===== src/rtl/bb_pkg.sv =====
// Shared constants for the run_tally scoring engine: play-event codes,
// base indices within the {b3,b2,b1} occupancy vector, FSM states and the
// width of the per-event runs count.
package bb_pkg;

    localparam logic [2:0] EV_OUT    = 3'd0;
    localparam logic [2:0] EV_SINGLE = 3'd1;
    localparam logic [2:0] EV_DOUBLE = 3'd2;
    localparam logic [2:0] EV_TRIPLE = 3'd3;
    localparam logic [2:0] EV_HR     = 3'd4;
    localparam logic [2:0] EV_WALK   = 3'd5;

    localparam int B1 = 0;
    localparam int B2 = 1;
    localparam int B3 = 2;

    localparam int RUNS_W = 3;

    typedef enum logic {
        ST_IDLE  = 1'b0,
        ST_APPLY = 1'b1
    } state_t;

endpackage


===== src/rtl/run_tally_base_advance.sv =====
// base_advance: combinational runner advancement for one play event.
// Given the current {b3,b2,b1} occupancy and an event code it returns the new
// occupancy, the runs that crossed the plate and whether the event was a
// scoring play (hit or walk). Outs and illegal codes report is_hit=0 and
// leave the bases untouched; the caller decides what to do with them.
// Build option: RUN_TALLY_WALK_EN adds the forced-advancement walk on code 5;
// without it code 5 falls through to the default (not a scoring play).
module base_advance
    import bb_pkg::*;
(
    input  logic [2:0]        bases,
    input  logic [2:0]        ev_code,
    output logic [2:0]        next_bases,
    output logic [RUNS_W-1:0] runs,
    output logic              is_hit
);

    // Advance runners by the number of bases the batter reached.
    always_comb begin
        next_bases = bases;
        runs       = '0;
        is_hit     = 1'b0;
        case (ev_code)
            EV_SINGLE: begin
                is_hit     = 1'b1;
                runs       = RUNS_W'(bases[B3]);
                next_bases = {bases[B2], bases[B1], 1'b1};
            end
            EV_DOUBLE: begin
                is_hit     = 1'b1;
                runs       = RUNS_W'(bases[B3]) + RUNS_W'(bases[B2]);
                next_bases = {bases[B1], 2'b10};
            end
            EV_TRIPLE: begin
                is_hit     = 1'b1;
                runs       = RUNS_W'(bases[B3]) + RUNS_W'(bases[B2]) + RUNS_W'(bases[B1]);
                next_bases = 3'b100;
            end
            EV_HR: begin
                is_hit     = 1'b1;
                runs       = RUNS_W'(bases[B3]) + RUNS_W'(bases[B2]) + RUNS_W'(bases[B1])
                             + RUNS_W'(1);
                next_bases = 3'b000;
            end
`ifdef RUN_TALLY_WALK_EN
            EV_WALK: begin
                // Only runners forced by the batter move; a run scores only
                // when the bases were loaded.
                is_hit     = 1'b1;
                runs       = RUNS_W'(&bases);
                next_bases = {bases[B3] | (bases[B1] & bases[B2]), bases[B2] | bases[B1], 1'b1};
            end
`endif
            default: ;
        endcase
    end

endmodule


===== src/rtl/run_tally.sv =====
// run_tally: scoring engine. Accepts one play event per valid/ready handshake,
// applies it one cycle later, and keeps bases, outs, the batting team and a
// saturating score per team.
// Handshake: an event is accepted on a rising edge where ev_valid && ev_ready;
// ev_code is sampled only then. ev_ready is high only in IDLE, so a held
// ev_valid is accepted at most once per two cycles.
// Build option: RUN_TALLY_WALK_EN enables code 5 (walk); otherwise it is illegal.
// state_dbg exposes the FSM state (1 = APPLY) for checkers.
module run_tally
    import bb_pkg::*;
#(
    parameter int N_TEAMS  = 2,
    parameter int SCORE_W  = 7,
    parameter int MAX_OUTS = 3,
    localparam int BT_W    = ($clog2(N_TEAMS) > 1) ? $clog2(N_TEAMS) : 1
) (
    input  logic                       clk,
    input  logic                       reset,
    input  logic                       ev_valid,
    input  logic [2:0]                 ev_code,
    output logic                       ev_ready,
    output logic [2:0]                 bases,
    output logic [1:0]                 outs,
    output logic [BT_W-1:0]            bat_team,
    output logic                       runs_valid,
    output logic [2:0]                 runs_count,
    output logic                       side_retired,
    output logic                       illegal_ev,
    output logic [N_TEAMS*SCORE_W-1:0] score_flat,
    output logic [N_TEAMS-1:0]         score_sat,
    output logic                       state_dbg
);

    localparam int SUM_W = SCORE_W + RUNS_W;
    localparam logic [SUM_W-1:0] SCORE_MAX = SUM_W'((1 << SCORE_W) - 1);

    state_t              state_q, state_d;
    logic [2:0]          code_q;
    logic [2:0]          bases_q;
    logic [1:0]          outs_q;
    logic [BT_W-1:0]     team_q;
    logic [SCORE_W-1:0]  score_q [N_TEAMS];
    logic [N_TEAMS-1:0]  sat_q;
    logic                runs_valid_q, side_retired_q, illegal_q;
    logic [RUNS_W-1:0]   runs_count_q;

    logic [2:0]          adv_bases;
    logic [RUNS_W-1:0]   adv_runs;
    logic                adv_hit;
    logic                accept;
    logic                is_out;
    logic [1:0]          outs_inc;
    logic                retire;
    logic [BT_W-1:0]     team_next;
    logic [SUM_W-1:0]    score_sum;

    assign accept = ev_valid && ev_ready;

    base_advance u_adv (
        .bases      (bases_q),
        .ev_code    (code_q),
        .next_bases (adv_bases),
        .runs       (adv_runs),
        .is_hit     (adv_hit)
    );

    // Next-state and handshake: ready only while idle.
    always_comb begin
        state_d  = state_q;
        ev_ready = 1'b0;
        case (state_q)
            ST_IDLE: begin
                ev_ready = 1'b1;
                if (ev_valid) state_d = ST_APPLY;
            end
            ST_APPLY: state_d = ST_IDLE;
            default:  state_d = ST_IDLE;
        endcase
    end

    // FSM state register.
    always_ff @(posedge clk) begin
        if (reset) state_q <= ST_IDLE;
        else       state_q <= state_d;
    end

    // Capture the event code on the accept edge; it is applied next cycle.
    always_ff @(posedge clk) begin
        if (reset)       code_q <= EV_OUT;
        else if (accept) code_q <= ev_code;
    end

    // Derived values for the event being applied.
    always_comb begin
        is_out    = (code_q == EV_OUT);
        outs_inc  = outs_q + 2'd1;
        retire    = is_out && (outs_inc == 2'(MAX_OUTS));
        team_next = (team_q == BT_W'(N_TEAMS - 1)) ? '0 : team_q + BT_W'(1);
        score_sum = SUM_W'(score_q[team_q]) + SUM_W'(adv_runs);
    end

    // Apply the captured event: bases, outs, team, score and one-cycle pulses.
    always_ff @(posedge clk) begin
        if (reset) begin
            bases_q        <= '0;
            outs_q         <= '0;
            team_q         <= '0;
            sat_q          <= '0;
            runs_valid_q   <= 1'b0;
            runs_count_q   <= '0;
            side_retired_q <= 1'b0;
            illegal_q      <= 1'b0;
            for (int t = 0; t < N_TEAMS; t++) score_q[t] <= '0;
        end else begin
            runs_valid_q   <= 1'b0;
            side_retired_q <= 1'b0;
            illegal_q      <= 1'b0;
            if (state_q == ST_APPLY) begin
                if (adv_hit) begin
                    bases_q      <= adv_bases;
                    runs_valid_q <= 1'b1;
                    runs_count_q <= adv_runs;
                    // Reaching the ceiling marks the team as saturated.
                    if (score_sum >= SCORE_MAX) begin
                        score_q[team_q] <= SCORE_MAX[SCORE_W-1:0];
                        sat_q[team_q]   <= 1'b1;
                    end else begin
                        score_q[team_q] <= score_sum[SCORE_W-1:0];
                    end
                end else if (is_out) begin
                    if (retire) begin
                        outs_q         <= '0;
                        bases_q        <= '0;
                        team_q         <= team_next;
                        side_retired_q <= 1'b1;
                    end else begin
                        outs_q <= outs_inc;
                    end
                end else begin
                    illegal_q <= 1'b1;
                end
            end
        end
    end

    // Flatten the score array onto the output bus.
    always_comb begin
        score_flat = '0;
        for (int t = 0; t < N_TEAMS; t++) score_flat[t*SCORE_W +: SCORE_W] = score_q[t];
    end

    assign bases        = bases_q;
    assign outs         = outs_q;
    assign bat_team     = team_q;
    assign runs_valid   = runs_valid_q;
    assign runs_count   = runs_count_q;
    assign side_retired = side_retired_q;
    assign illegal_ev   = illegal_q;
    assign score_sat    = sat_q;
    assign state_dbg    = (state_q == ST_APPLY);

endmodule


===== config.mk =====
export PLATFORM = sky130hd
export DESIGN_NAME = run_tally
export DESIGN_NICKNAME = d
export VERILOG_FILES = /design/src/rtl/bb_pkg.sv /design/src/rtl/run_tally_base_advance.sv /design/src/rtl/run_tally.sv
export SDC_FILE = /design/constraint.sdc
export NUM_CORES = 1
export LEC_CHECK = 0
export CORE_MARGIN = 4
export CORE_UTILIZATION = 25
export DETAILED_ROUTE_END_ITERATION = 8
export DONT_BUFFER_PORTS = 1
export PLACE_DENSITY_LB_ADDON = 0.3
export SLEW_MARGIN = 20
export SYNTH_ARGS = -nofsm -noshare
export SYNTH_HDL_FRONTEND = slang
export SYNTH_SLANG_ARGS = --single-unit

===== constraint.sdc =====
create_clock -name clk -period 3.15 [get_ports clk]
set_clock_uncertainty 0.1 [all_clocks]
set_input_delay 0.315 -clock clk [delete_from_list [all_inputs] [get_ports clk]]
set_output_delay 0.315 -clock clk [all_outputs]
set_load 0.01 [all_outputs]

==> summary.txt, run 1 <==
Worst hold path
  • Hold Path Class: primary input to flip-flop
  • Hold path start: ev_code[0]

Critical path
  • Reg-to-reg startpoint: bases[2]
  • Crit. End Element: flip-flop
  • Startpoint Class: flip-flop
  • Critical path capture point: score_sat[1]
  • CP Max Fanout: 4
  • Reg2Reg Depth: 12
  • RR Endpoint: score_sat[1]
  • Worst EP arrival: 3480 ps
  • Crit Path Category: flip-flop to flip-flop
  • CP Launch Point: bases[2]
  • Req. time, crit path: 3270 ps
  • Reg-to-reg slack, setup: -210 ps

Synthesis
  • Yosys reg bits: 33
  • Prevailing post-synth register cell: dfxtp_1
  • Count of cell types in the netlist: 44
  • Ranking of synthesized cells by area: edfxtp_1, dfxtp_1, mux2i_1
  • Mean post-synth cell area: 9.81 um2
  • Sequential fraction of the synthesis area: 44.1%
  • Cells after synthesis: 185
  • Synth top area share: 23.2%
  • Netlist Area Pre-Place: 1810 um2
  • Syn. warnings: 0
  • Cell taking the most area after synthesis: edfxtp_1
  • Post-synth net total: 201
  • EDFF count, synth: 14
  • Post-synthesis async set-or-reset flop share: 0%

Routing
  • Post-detailed-route via-to-cell ratio: 4.65
  • Pre-Repair DR Iteration Count: 4
  • Initial DRC count: 73
  • # DRC: 0
  • Routed Antenna Nets: 0
  • Routed wire length: 4780 um
  • DR vias: 1,461
  • Drt wl/cell: 15.2 um

Floorplan
  • Die area: 8680 um2
  • Ports: 36
  • Site row count: 30
  • Core box area: 6910 um2
  • Starting density of the core: 26.3%
  • Die Ht: 93.2 um
  • Chip width: 93.2 um

CTS
  • Clock slew at reported path FFs: 70 ps
  • CTS Buffer Depth: 2
  • H-tree Lvls: 2
  • Clk sinks: 33
  • CTS tree: done
  • Clock latency on the worst-skew pair: 290 ps
  • Clk root buf: clkbuf_8
  • Number of CTS-inserted buffers: 5

Cells and area
  • Final Non-Filler Cells: 314
  • Post-layout nets: 233
  • # diodes: 0
  • Area occupied by multi-input gates: 993 um2
  • Layout area overhead: 26.6%
  • Share of cells above drive strength 1: 29.8%
  • Filler instances: 727
  • Storage cell area: 812 um2
  • Final core occ: 33.2%

GRT
  • Gr ovfl total: 0
  • Pin count of the biggest net entering global routing: 13
  • Initial antenna violation count: 0
  • First-pass GRT wire length: 7710 um
  • Total GRT Usage: 11.7%
  • Vias in the first global route: 1,445

STA
  • Hold WS: 80.8 ps
  • Max transition margin: 67.0%
  • Final Slew Violations: 0
  • Final setup fails: 6
  • Worst-Margin Slew: 493 ps
  • Setup slack after layout: -209 ps
  • Final worst-path cycle share: 107%
  • RSZ-0062 raised after global routing: true
  • Post-layout minimum cycle time: 3360 ps
  • FMAX: 0.298 GHz
  • Fin. Hold Viols: 0

Placed design
  • PortBufs: 0
  • DP Wirelength: 3490 um
  • Pre-CTS setup slack: -181 ps
  • Cells after DPL: 301
  • GP Congestion: 0.763

Power
  • Pwr dens: 397 nW/um2
  • Peak supply drop: 0.140 mV
  • Clock share of power: 34.0%
  • Logic pwr share: 13.2%
  • Power Internal: 0.668 mW
  • Sequential share of power: 52.8%
  • Leakage dissipation: 0.942 nW
  • P_sw: 0.243 mW
  • Switching portion of total power: 26.7%

Status
  • Run status: finished, violations left
  • Violated checks: negative setup slack

Run
  • MaxCap Viol Count: 0
-- logic make-up (layout without fill, tap and decap cells) --
logic type	count (synthesis)	after routing	synth area share, %
AND/OR/NAND/NOR	60	60	17.0
buffers and inverters	19	52	4.48
flip-flops	33	33	44.1
adder cells (fa/ha/maj)	10	10	8.14
XOR/XNOR	5	5	2.41
AO/OA/AOI/OAI	42	42	14.6
multiplexers	16	16	9.24
-- cell usage in the layout, fill, tap and decap left out, types with 5 or more instances in the layout --
cell type and instances:
nand3_1 7, edfxtp_1 14, inv_1 7, nand2_1 8, clkbuf_8 5, nor2_1 22, inv_2 5, dfxtp_1 16
ha_1 6, mux2_2 5, mux2i_1 10, a21oi_1 18, buf_4 31
-- worst max-delay path: stages, from the launching register on --
cell and delay [ps]:
dfxtp_4 370, inv_2 40, fa_1 590, inv_2 50, mux2i_1 150, mux2_4 180
o22ai_4 80, ha_4 170, fa_2 520, inv_2 40, or3_1 350, or4_1 530
o21ai_1 130
-- metal layers --
layer / GRT usage (%) / wire, um / part of all wire, %
met2: 18.5 / 2330 / 49
met5: 0 / 0 / 0
met3: 3.94 / 280 / 5.9
met1: 14.8 / 2100 / 44
met4: 4.03 / 63 / 1.3
-- stage by stage --
step	cell area, um2	power (mW)	TNS [ps]
floorplan	1840	0.557	-105
global placement	2130	0.594	-252
detailed placement	2130	0.595	-582
CTS	2270	0.921	-436
global route	2300	0.960	-2780
finish	2300	0.911	-496
-- registers in the layout, summed over array words and instances, names as in the netlist, named ones only --
signal,count
runs_valid,1
code_q,3
bases,3
bat_team,1
state_dbg,1
runs_count,3
side_retired,1
illegal_ev,1
score_q,14
outs,2
score_sat,2
-- cell usage after synthesis, types with 3 or more instances --
cell,number
nor2_1,22
nand3_1,7
fa_1,3
a21oi_1,19
o21ai_0,3
clkbuf_1,4
ha_1,7
edfxtp_1,14
a31oi_1,3
mux2_2,6
xor2_1,3
nand2b_1,4
o21ai_1,3
inv_1,11
nand2_1,8
dfxtp_1,19
o211a_1,3
mux2i_1,10
-- worst min path at each step --
stage           endpoint  slack, ps  depth (start not counted)
3_5_place_dp    bases[1]        280                          1
3_3_place_gp    bases[2]        280                          1
5_1_grt        code_q[1]         70                          2
6_report       code_q[0]         80                          2
2_1_floorplan  flip-flop        290                          1
4_1_cts        code_q[2]         80                          2
-- timing repair --
item / 4_1_cts / 5_1_grt
setup buffers: 4 / 0
hold buffers: 1 / 0
endpoints found under the setup margin: 8 / 16
pin swaps: 4 / 5
hold endpoints to repair: 12 / 0
gates resized for setup: 5 / 7
-- power by group through the flow --
| stage | logic (mW) | clock network, mW | registers (mW) |
|---|---|---|---|
| floorplan | 0.0706 | 0 | 0.486 |
| global placement | 0.103 | 0 | 0.491 |
| detailed placement | 0.104 | 0 | 0.491 |
| CTS | 0.117 | 0.323 | 0.481 |
| global route | 0.135 | 0.341 | 0.484 |
| finish | 0.120 | 0.309 | 0.481 |
-- area by class of cell --
class,instances,share of cell area (%)
timing repair buffer,32,10.6
clock buffer,6,3.16
inverter,12,1.96
sequential,33,35.4
multi-input combinational,133,43.3
clock inverter,2,0.436
tap,96,5.23
Power figures use the tool's default switching activity.
==> inputs of run 2 (changes only) <==
--- a/config.mk
+++ b/config.mk
@@ -9,2 +9,3 @@
 export CORE_UTILIZATION = 25
+export CTS_BUF_LIST = sky130_fd_sc_hd__clkbuf_8
 export DETAILED_ROUTE_END_ITERATION = 8
--- a/constraint.sdc
+++ b/constraint.sdc
@@ -4,2 +4,2 @@
 set_output_delay 0.315 -clock clk [all_outputs]
-set_load 0.01 [all_outputs]
+set_load 0.1 [all_outputs]
==> run 2 against run 1 <==
The flow still finishes with violations (negative setup slack); critical path type unchanged; core utilization increased by 2.9 points; sequential cell count unchanged; cell count increased by 6.1%; count of clock-buffer cells in the layout unchanged; largest power group unchanged; highest routed layer unchanged; critical endpoint unchanged; sequential power about the same; critical path depth unchanged; largest cell class unchanged.
==> summary.txt, run 2 (synthesized netlist as in run 1, its figures left out) <==
Floorplan
  • Chip width: 93.2 um
  • Die area: 8680 um2
  • Starting density of the core: 26.3%
  • Die Ht: 93.2 um
  • Ports: 36
  • Core box area: 6910 um2
  • Site row count: 30

Cells and area
  • Final Non-Filler Cells: 333
  • Final core occ: 36.1%
  • Post-layout nets: 252
  • Biggest register: score_q
  • # diodes: 0
  • Highest-count cells in the layout ignoring fill and taps: buf_4, nor2_1, dfxtp_1
  • Non-Filler Cell Area, Final: 2500 um2
  • Max reg flops: 14
  • Commonest non-fill, non-tap cell in the layout: buf_4
  • Share of cells above drive strength 1: 37.6%
  • Layout area overhead: 37.6%

Placed design
  • Dpl cell area: 2260 um2
  • GP Congestion: 0.758
  • Cells after DPL: 319
  • PortBufs: 0
  • DP Wirelength: 3510 um

GRT
  • Initial antenna violation count: 0
  • Busiest layer in global routing: met2
  • Vias in the first global route: 1,451
  • Total GRT Usage: 11.0%
  • Met3 usage in global routing: 3.22%
  • GRT met2 Usage: 18.8%
  • Gr ovfl total: 0
  • Pin count of the biggest net entering global routing: 13
  • GR met1 Demand/Resource: 13.0%
  • First-pass GRT wire length: 7420 um

CTS
  • Number of CTS-inserted buffers: 5
  • CTS tree: done
  • Clock slew at reported path FFs: 70 ps
  • H-tree Lvls: 2
  • Clk sinks: 33
  • Clk root buf: clkbuf_8
  • Clock latency on the worst-skew pair: 280 ps
  • CTS Buffer Depth: 2

Critical path
  • Startpoint Class: flip-flop
  • Req. time, crit path: 3260 ps
  • CP Max Fanout: 4
  • Crit. End Element: flip-flop
  • Critical path, cell by cell: inv_2 > fa_1 > inv_2 > mux2i_1 > mux2_4 > o22ai_4 > ha_4 > fa_2 > inv_2 > or3_4 > or4_1 > o21ai_1
  • Crit-path slowest cell: fa_1
  • CP dominant cell by count: inv_2
  • Worst EP arrival: 3340 ps
  • CP max stage delay: 590 ps
  • Crit Path Category: flip-flop to flip-flop

Status
  • Run status: finished, violations left
  • Violated checks: negative setup slack

Power
  • Switching portion of total power: 32.2%
  • Power Internal: 0.701 mW
  • Peak supply drop: 0.130 mV
  • Sequential share of power: 46.8%
  • Leakage dissipation: 1.05 nW
  • Logic pwr share: 22.4%
  • Clock share of power: 30.9%
  • Pwr dens: 415 nW/um2
  • P_sw: 0.334 mW

STA
  • RSZ-0062 raised after global routing: true
  • Final setup fails: 2
  • Final Slew Violations: 0
  • Worst-Margin Slew: 987 ps
  • Setup TNS: -141 ps
  • Max transition margin: 34.1%
  • FMAX: 0.310 GHz
  • Post-layout minimum cycle time: 3220 ps
  • Fin. Hold Viols: 0
  • Setup slack after layout: -71.5 ps
  • Final worst-path cycle share: 102%

Routing
  • # DRC: 0
  • Initial DRC count: 48
  • Pre-Repair DR Iteration Count: 4
  • Routed wire length: 4610 um
  • DR vias: 1,515
  • Drt wl/cell: 13.8 um
  • Routed Antenna Nets: 0
  • Post-detailed-route via-to-cell ratio: 4.55

Worst hold path
  • Hold Path Class: primary input to flip-flop

Run
  • MaxCap Viol Count: 0
==> run 2: cell type report <==
cell class / count / area (um2)
clock buffer: 6 / 82.6
clock inverter: 2 / 7.51
fill: 729 / 4410
inverter: 12 / 45.0
multi-input combinational: 133 / 1030
sequential: 33 / 812
tap: 96 / 120
timing repair buffer: 51 / 395
==> run 2: final timing paths <==
kind / from / end / slack (ps) / cells after the start
worst min register to register: bases[2] / bases[2] / 550 / 3
worst max-delay path: bases[2] / score_sat[1] / -70 / 12
worst max register to register: bases[2] / score_sat[1] / -70 / 12
worst min-delay path: ev_code[1] / code_q[1] / 90 / 2
==> run 2: critical path: cells and delay by family (launching register included) <==
kind | cells | cell delay (ps)
AND/OR/NAND/NOR | 2 | 740
flip-flops | 1 | 360
adder cells (fa/ha/maj) | 3 | 1320
AO/OA/AOI/OAI | 2 | 200
multiplexers | 2 | 310
buffers and inverters | 3 | 130
==> run 2: metrics by stage <==
step	power [mW]	setup WS (ps)	hold slack, ps
floorplan	0.652	-248	287
global placement	0.703	-80.1	283
detailed placement	0.705	-148	284
CTS	1.04	-100	0.106
global route	1.08	-219	80.0
finish	1.04	-71.5	91.0
==> run 2: routing by layer <==
layer	wire, um	part of all wire, %	up-vias
li1	-	-	762
met1	2040	44	731
met2	2300	50	20
met3	228	4.9	2
met4	47	1.0	0
met5	0	0	-
==> run 2: power groups by stage <==
stage | Combinational, mW | Clock [mW] | Sequential (mW)
final | 0.231 | 0.319 | 0.484
after global routing | 0.246 | 0.348 | 0.486
after CTS | 0.225 | 0.329 | 0.484
after detailed placement | 0.211 | 0 | 0.494
after global placement | 0.210 | 0 | 0.493
after floorplan | 0.0757 | 0 | 0.576
==> run 2: repair_timing <==
action                                  CTS  global route
endpoints found under the setup margin   14            16
hold endpoints to repair                 11             1
hold buffers                              1             1
setup buffers                             4             0
pin swaps                                 5            10
gates resized for setup                   6            14
==> inputs of run 3 (changes only) <==
Settings changed: GPL_ROUTABILITY_DRIVEN from default to 0.
==> results of run 3 <==
Same layout as run 2: the final DEF is identical, and so are final timing and power.
